[src/rtl/slap_pipe.sv]
// Run-time selectable delay line: WIDTH-bit samples with per-stage valid bits,
// tap select 1..DEPTH, stall, synchronous flush and a registered occupancy count.
module slap_pipe #(
    parameter int              WIDTH   = 8,
    parameter int              DEPTH   = 4,
    parameter logic [WIDTH-1:0] RST_VAL = '0,
    parameter int              SELW    = $clog2(DEPTH + 1)
) (
    input  logic             clk,
    input  logic             rst,
    input  logic             en,
    input  logic             flush,
    input  logic             in_valid,
    input  logic [WIDTH-1:0] in_data,
    input  logic [SELW-1:0]  sel,
    output logic             out_valid,
    output logic [WIDTH-1:0] out_data,
    output logic [SELW-1:0]  count
);

    logic [DEPTH-1:0][WIDTH-1:0] stage_d_q, stage_d_d;
    logic [DEPTH-1:0]            stage_v_q, stage_v_d;
    logic [SELW-1:0]             cnt_q, cnt_d;
    logic [SELW-1:0]             tap;

    always_comb begin
        stage_d_d = stage_d_q;
        stage_v_d = stage_v_q;
        cnt_d     = cnt_q;
        if (flush) begin
            for (int i = 0; i < DEPTH; i++) stage_d_d[i] = RST_VAL;
            stage_v_d = '0;
            cnt_d     = '0;
        end else if (en) begin
            stage_d_d[0] = in_data;
            stage_v_d[0] = in_valid;
            for (int i = 1; i < DEPTH; i++) begin
                stage_d_d[i] = stage_d_q[i-1];
                stage_v_d[i] = stage_v_q[i-1];
            end
            // entry and exit on the same edge cancel, so cnt stays within 0..DEPTH
            cnt_d = cnt_q + SELW'(in_valid) - SELW'(stage_v_q[DEPTH-1]);
        end
    end

    always_ff @(posedge clk or posedge rst) begin
        if (rst) begin
            for (int i = 0; i < DEPTH; i++) stage_d_q[i] <= RST_VAL;
            stage_v_q <= '0;
            cnt_q     <= '0;
        end else begin
            stage_d_q <= stage_d_d;
            stage_v_q <= stage_v_d;
            cnt_q     <= cnt_d;
        end
    end

    // Clamp sel into 1..DEPTH and mux by compare so an illegal sel never indexes out of range.
    always_comb begin
        if (sel == '0)
            tap = '0;
        else if (sel > SELW'(DEPTH))
            tap = SELW'(DEPTH - 1);
        else
            tap = sel - SELW'(1);
        out_valid = 1'b0;
        out_data  = RST_VAL;
        for (int i = 0; i < DEPTH; i++) begin
            if (tap == SELW'(i) && stage_v_q[i]) begin
                out_valid = 1'b1;
                out_data  = stage_d_q[i];
            end
        end
    end

    assign count = cnt_q;

endmodule

[config.mk]
export PLATFORM = sky130hd
export DESIGN_NAME = slap_pipe
export DESIGN_NICKNAME = d
export VERILOG_FILES = /design/src/rtl/slap_pipe.sv
export SDC_FILE = /design/constraint.sdc
export NUM_CORES = 1
export LEC_CHECK = 0
export BUFFER_PORTS_ARGS = -buffer_cell sky130_fd_sc_hd__buf_2
export CAP_MARGIN = 10
export CORE_MARGIN = 10
export CORE_UTILIZATION = 45
export CTS_BUF_LIST = sky130_fd_sc_hd__clkbuf_16
export CTS_CLUSTER_SIZE = 40
export DETAILED_ROUTE_END_ITERATION = 10
export GPL_TIMING_DRIVEN = 0
export PLACE_DENSITY = 0.73
export SETUP_SLACK_MARGIN = 0.3
export SLEW_MARGIN = 20
export SYNTH_ARGS = -nofsm -noshare
export SYNTH_HDL_FRONTEND = slang
export SYNTH_SLANG_ARGS = --single-unit
[constraint.sdc]
create_clock -name clk -period 4.6 [get_ports clk]
set_input_delay 0 -clock clk [delete_from_list [all_inputs] [get_ports clk]]
set_output_delay 0 -clock clk [all_outputs]
set_load 0.02 [all_outputs]
==> Yosys cells after proc, flatten, opt, wreduce, memory -nomap -nowiden <==
Cells that the tools add are included.
{ "word_totals": {"reg_bits": 39, "output_inout_bits": 12, "inputBits": 16, "wordCells": 36} }
{ "op_classes": {"n_addsub": 3, "n_mux": 16, "order_cmp": 1, "reduce_logical": 7, "n_eq_ne": 3} }
{ "op_table": {"columns": ["operator", "n"], "rows": [
  ["32-bit 2-to-1 mux", 2],
  ["8-bit 2-to-1 mux", 4],
  ["3-bit 2-to-1 mux", 4],
  ["4-bit 2-to-1 mux", 2],
  ["3-bit by 2-bit == test with 1-bit output (second input constant)", 2],
  ["3-bit zero test", 2],
  ["1-bit logical AND", 4],
  ["1-bit 2-to-1 mux", 4],
  ["3-bit by 1-bit adder with 3-bit output", 1],
  ["3-bit by 1-bit == test with 1-bit output (second input constant)", 1],
  ["3-bit > comparator (second input constant)", 1],
  ["3-bit by 1-bit subtractor with 3-bit output", 1],
  ["3-bit by 1-bit subtractor with 3-bit output (second input constant)", 1],
  ["2-bit nonzero test", 1]
]} }

==> Longest topological paths before layout <==
{ "logic_depth": {"word_depth": 9, "mapped_depth": 9, "depth_no_buf": 9} }

==> Worst setup path after synthesis <==
Ideal clock, no wire load.
{ "synth_path": {"kind": "register to register", "start": "register cnt_q[0], in the netlist count[0]", "end": "register cnt_q[2], in the netlist count[2]", "required_time_ns": 4.468, "setup_time_ns": 0.132, "n_path_buf": 0, "arrival_time_ns": 1.735, "period_less_slack_ns": 1.867, "stages_incl_launch_ff": 10, "slack_ns": 2.733, "cell_sequence": "dfrtp_1 inv_1 ha_1 inv_1 ha_1 fa_1 xnor2_1 nand2_1 xor2_1 nor2_1"} }
{ "synth_between": {"elab_chain_len": 4} }
{ "synth_lines": {"columns": ["element", "line", "rtl"], "rows": [
  ["start, declared", "23", "logic [SELW-1:0] cnt_q, cnt_d;"],
  ["start signal, assigned", "54", "cnt_q <= cnt_d;"],
  ["3-bit by 1-bit adder with 3-bit output", "42", "cnt_d = cnt_q + SELW'(in_valid) - SELW'(stage_v_q[DEPTH-1]);"],
  ["3-bit by 1-bit subtractor with 3-bit output", "42", null],
  ["3-bit 2-to-1 mux", "34", "end else if (en) begin"],
  ["3-bit 2-to-1 mux", "30", "if (flush) begin"]
]} }
No other way between the ends. The select of a mux whose other input is x is not followed.
A chain may end at the register's enable or synchronous reset.

==> Worst setup path in the final report <==
{ "layout_path": {"start": "register stage_v_q[2]", "end": "output out_data[3]"} }
{ "layout_between": {"elab_chain_len": 3} }
{ "layout_lines": {"columns": ["element", "line", "rtl"], "rows": [
  ["start, declared", "22", "logic [DEPTH-1:0] stage_v_q, stage_v_d;"],
  ["start signal, assigned", "53", "stage_v_q <= stage_v_d;"],
  ["1-bit logical AND", "69", "if (tap == SELW'(i) && stage_v_q[i]) begin"],
  ["8-bit 2-to-1 mux (2 in series)", "69", null],
  ["end, declared", "17", "output logic [WIDTH-1:0] out_data,"]
]} }
No other way between the ends.

==> impl_metrics.toml <==
[status]
status = "completed"

[critical_path]
critPathCaptureType = "output pin"
crit_path_start_kind = "flop"
cp_slowest_stage_delay_ps = 510
crit_fanout = 6
cpMaxStageDelayCell = "nor4_2"
cpLargestDelayFamily = "simple AND/OR/NAND/NOR gates"
arrival_ps = 2140
worstPathBufferInverterCount = 1
cp_cell_sequence = "nand2b_1 -> nor4_2 -> nor3_1 -> a221oi_1 -> buf_2"
crit_type = "reg2out"
crit_required_ps = 4600

[logic_synthesis]
synth_xor_area_share_pct = 0.872
synth_async_sr_flop_share_pct = 100
yosys.area_share.simple_pct = 14.7
syn_inst = 194
syn_area_um2 = 2010
synthAdderAreaFrac_pct = 3.49
synth_top_family_by_area = "multiplexers"
synth_top_flop_cell = "dfrtp_1"
synth_area_per_cell_um2 = 10.4
ys_seq_elements = 39
ys_types = 29
synth_mux_area_share_pct = 18.9
yosysSeqAreaShare_pct = 48.6
synth-edff-count = 0
synthesis.nets = 215
synth-compound-area-share_pct = 9.03
synth_warnings = 0

[floorplanning]
die_w_um = 86.8
die_h_um = 86.8
std_cell_rows = 24
start_util_pct = 46.1
num_io_pins = 28
coreArea_um2 = 4350
dieArea_um2 = 7540

[clock_tree]
clockBufferDepth = 2
cts-root-buf = "clkbuf_16"
clock_sinks = 39
clock_latency_ps = 280
numCtsBuffers = 5
cts_max_level = 2
clkTransAtPathRegs_ps = 50
tritoncts = "built"
cts_resized = 0

[pwr]
leakage_uw = 0.00126
ir_worst_vdd_mv = 0.293
powerDensity_nw_per_um2 = 334
p_total_uw = 823

[routing]
post-route-drc-count = 0
wl_um = 4360
dr.pass1.iters = 4
wl_per_cell_um = 15.1
num_vias = 1504
ant_nets = 0
drt_iter0_drc = 66
routed_via_density = 5.22

[layout]
layout-drive-gt1-share_pct = 17.8
nFillCells = 384
ff_latch_area_um2 = 976
diodes = 0
multi_input_area_um2 = 945
fin_area_um2 = 2460
nets = 256
syn_to_final_growth_pct = 22.6

[place]
io_buffer_count = 25
gp_congestion = 0.754
post-dp-hpwl_um = 3150
placed_area_um2 = 2220

[sta]
fmax_ghz = 0.468
hold_slack_ps = 6.69
maxSlewViolCount = 0
fin_skew_ps = 3.07
timing.setup.tns_ps = 0
max_slew.worst_pin.slew_ps = 724
slew_headroom_pct = 51.7
setup_viol = 0
fin_crit_ps = 2140
rsz0062_at_grt = "false"
finalHoldViolCount = 0
finalCritPeriodShare_pct = 46.5

[min_path]
hold_path_class = "in2reg"

[global_routing]
grt_pass1_vias = 1626
antenna_found_initial = 0
grt_pass1_wl_um = 7720
grt-ovfl-total = 0
grt_max_degree = 31
grt.total_usage_pct = 12.6

[job]
drv_cap = 0
[layout by cell type (no fill, tap or decap), drive strengths merged]
cell / count
bufinv: 1
nor4: 1
dfrtp: 39
nor2: 50
dlygate4sd3: 8
clkbuf: 12
a221oi: 7
mux2i: 38
nand2b: 4
o2bb2ai: 5
fa: 1
a211oi: 2
a32oi: 1
xnor2: 1
buf: 30
a21oi: 3
xor2: 1
clkinv: 2
nand2: 5
or4: 2
nand3b: 1
nand3: 1
ha: 4
or2: 1
inv: 12
nor3: 1
and3: 1
a22oi: 2
[tightest hold or removal path, cell delays in order]
cell and delay (ps):
buf_2 80, mux2i_1 70, nor2_1 90
[metrics by stage]
stage,setup WS [ps],util (%),std cells
floorplan,2730,-,194
global placement,2540,50.5,271
detailed placement,2550,51.0,272
CTS,2470,56.6,288
global route,2380,56.6,288
finish,2460,56.6,288
[report_power, final]
part	total (uW)	switching [uW]	internal, uW
sequential	363	8.97	354
clock	379	126	252
combinational	81.7	46.2	35.5
[logic make-up after synthesis]
family,after synthesis
AND/OR/NAND/NOR,67
flip-flops,39
multiplexers,38
buffers and inverters,23
AO/OA/AOI/OAI,20
adder cells (fa/ha/maj),5
XOR/XNOR,2
[synth_stat cells (2+ instances only)]
library cell | count | area (um2)
a22oi_1 | 2 | 15.0
buf_2 | 2 | 10.0
a21oi_4 | 2 | 32.5
nor2_1 | 50 | 188
o2bb2ai_1 | 5 | 43.8
nand2_1 | 5 | 18.8
mux2i_1 | 38 | 380
inv_1 | 12 | 45.0
dfrtp_1 | 39 | 976
a221oi_1 | 7 | 61.3
clkbuf_1 | 7 | 26.3
nand2b_1 | 3 | 18.8
a211oi_1 | 2 | 15.0
buf_1 | 2 | 7.51
ha_1 | 4 | 50.1
[what timing repair did]
action	4_1_cts	5_1_grt
endpoints found under the hold margin	46	0
hold buffers	8	0
buffers inserted	0	0
[registers in the layout, summed over array words and instances, names as in the netlist]
register,count
stage_d_q,32
stage_v_q,4
count,3
[per-layer routing]
layer	vias to the layer above	wire length [um]	global-route usage, %
met5	-	0	0
met4	0	64	4.86
met3	6	190	2.91
met2	27	2170	20.4
met1	721	1930	15.7
li1	750	-	-
[path summary, 6_finish.rpt]
path / startpoint / endpoint / slack, ps / cells after the start
max in group asynchronous: rst / stage_d_q[7]$_DFFE_PP0P_ / 3980 / 4
min reg2reg: stage_d_q[28]$_DFFE_PP0P_ / stage_d_q[28]$_DFFE_PP0P_ / 540 / 2
min in group asynchronous: rst / count[2]$_DFFE_PP0P_ / 190 / 3
max reg2reg: stage_v_q[3]$_DFFE_PP0P_ / count[2]$_DFFE_PP0P_ / 2730 / 8
min: in_data[7] / stage_d_q[7]$_DFFE_PP0P_ / 7 / 3
max: stage_v_q[2]$_DFFE_PP0P_ / out_data[3] / 2460 / 5
[layout make-up]
| type | instances | area share [%] |
|---|---|---|
| plain buffers | 11 | 1.78 |
| clock buffers | 5 | 5.08 |
| clock inverters | 3 | 1.57 |
| inverters | 12 | 1.83 |
| multi-input cells | 132 | 38.3 |
| flip-flops and latches | 39 | 39.6 |
| well taps | 52 | 2.64 |
| repair buffers | 34 | 9.14 |
Power figures use the tool's default switching activity.
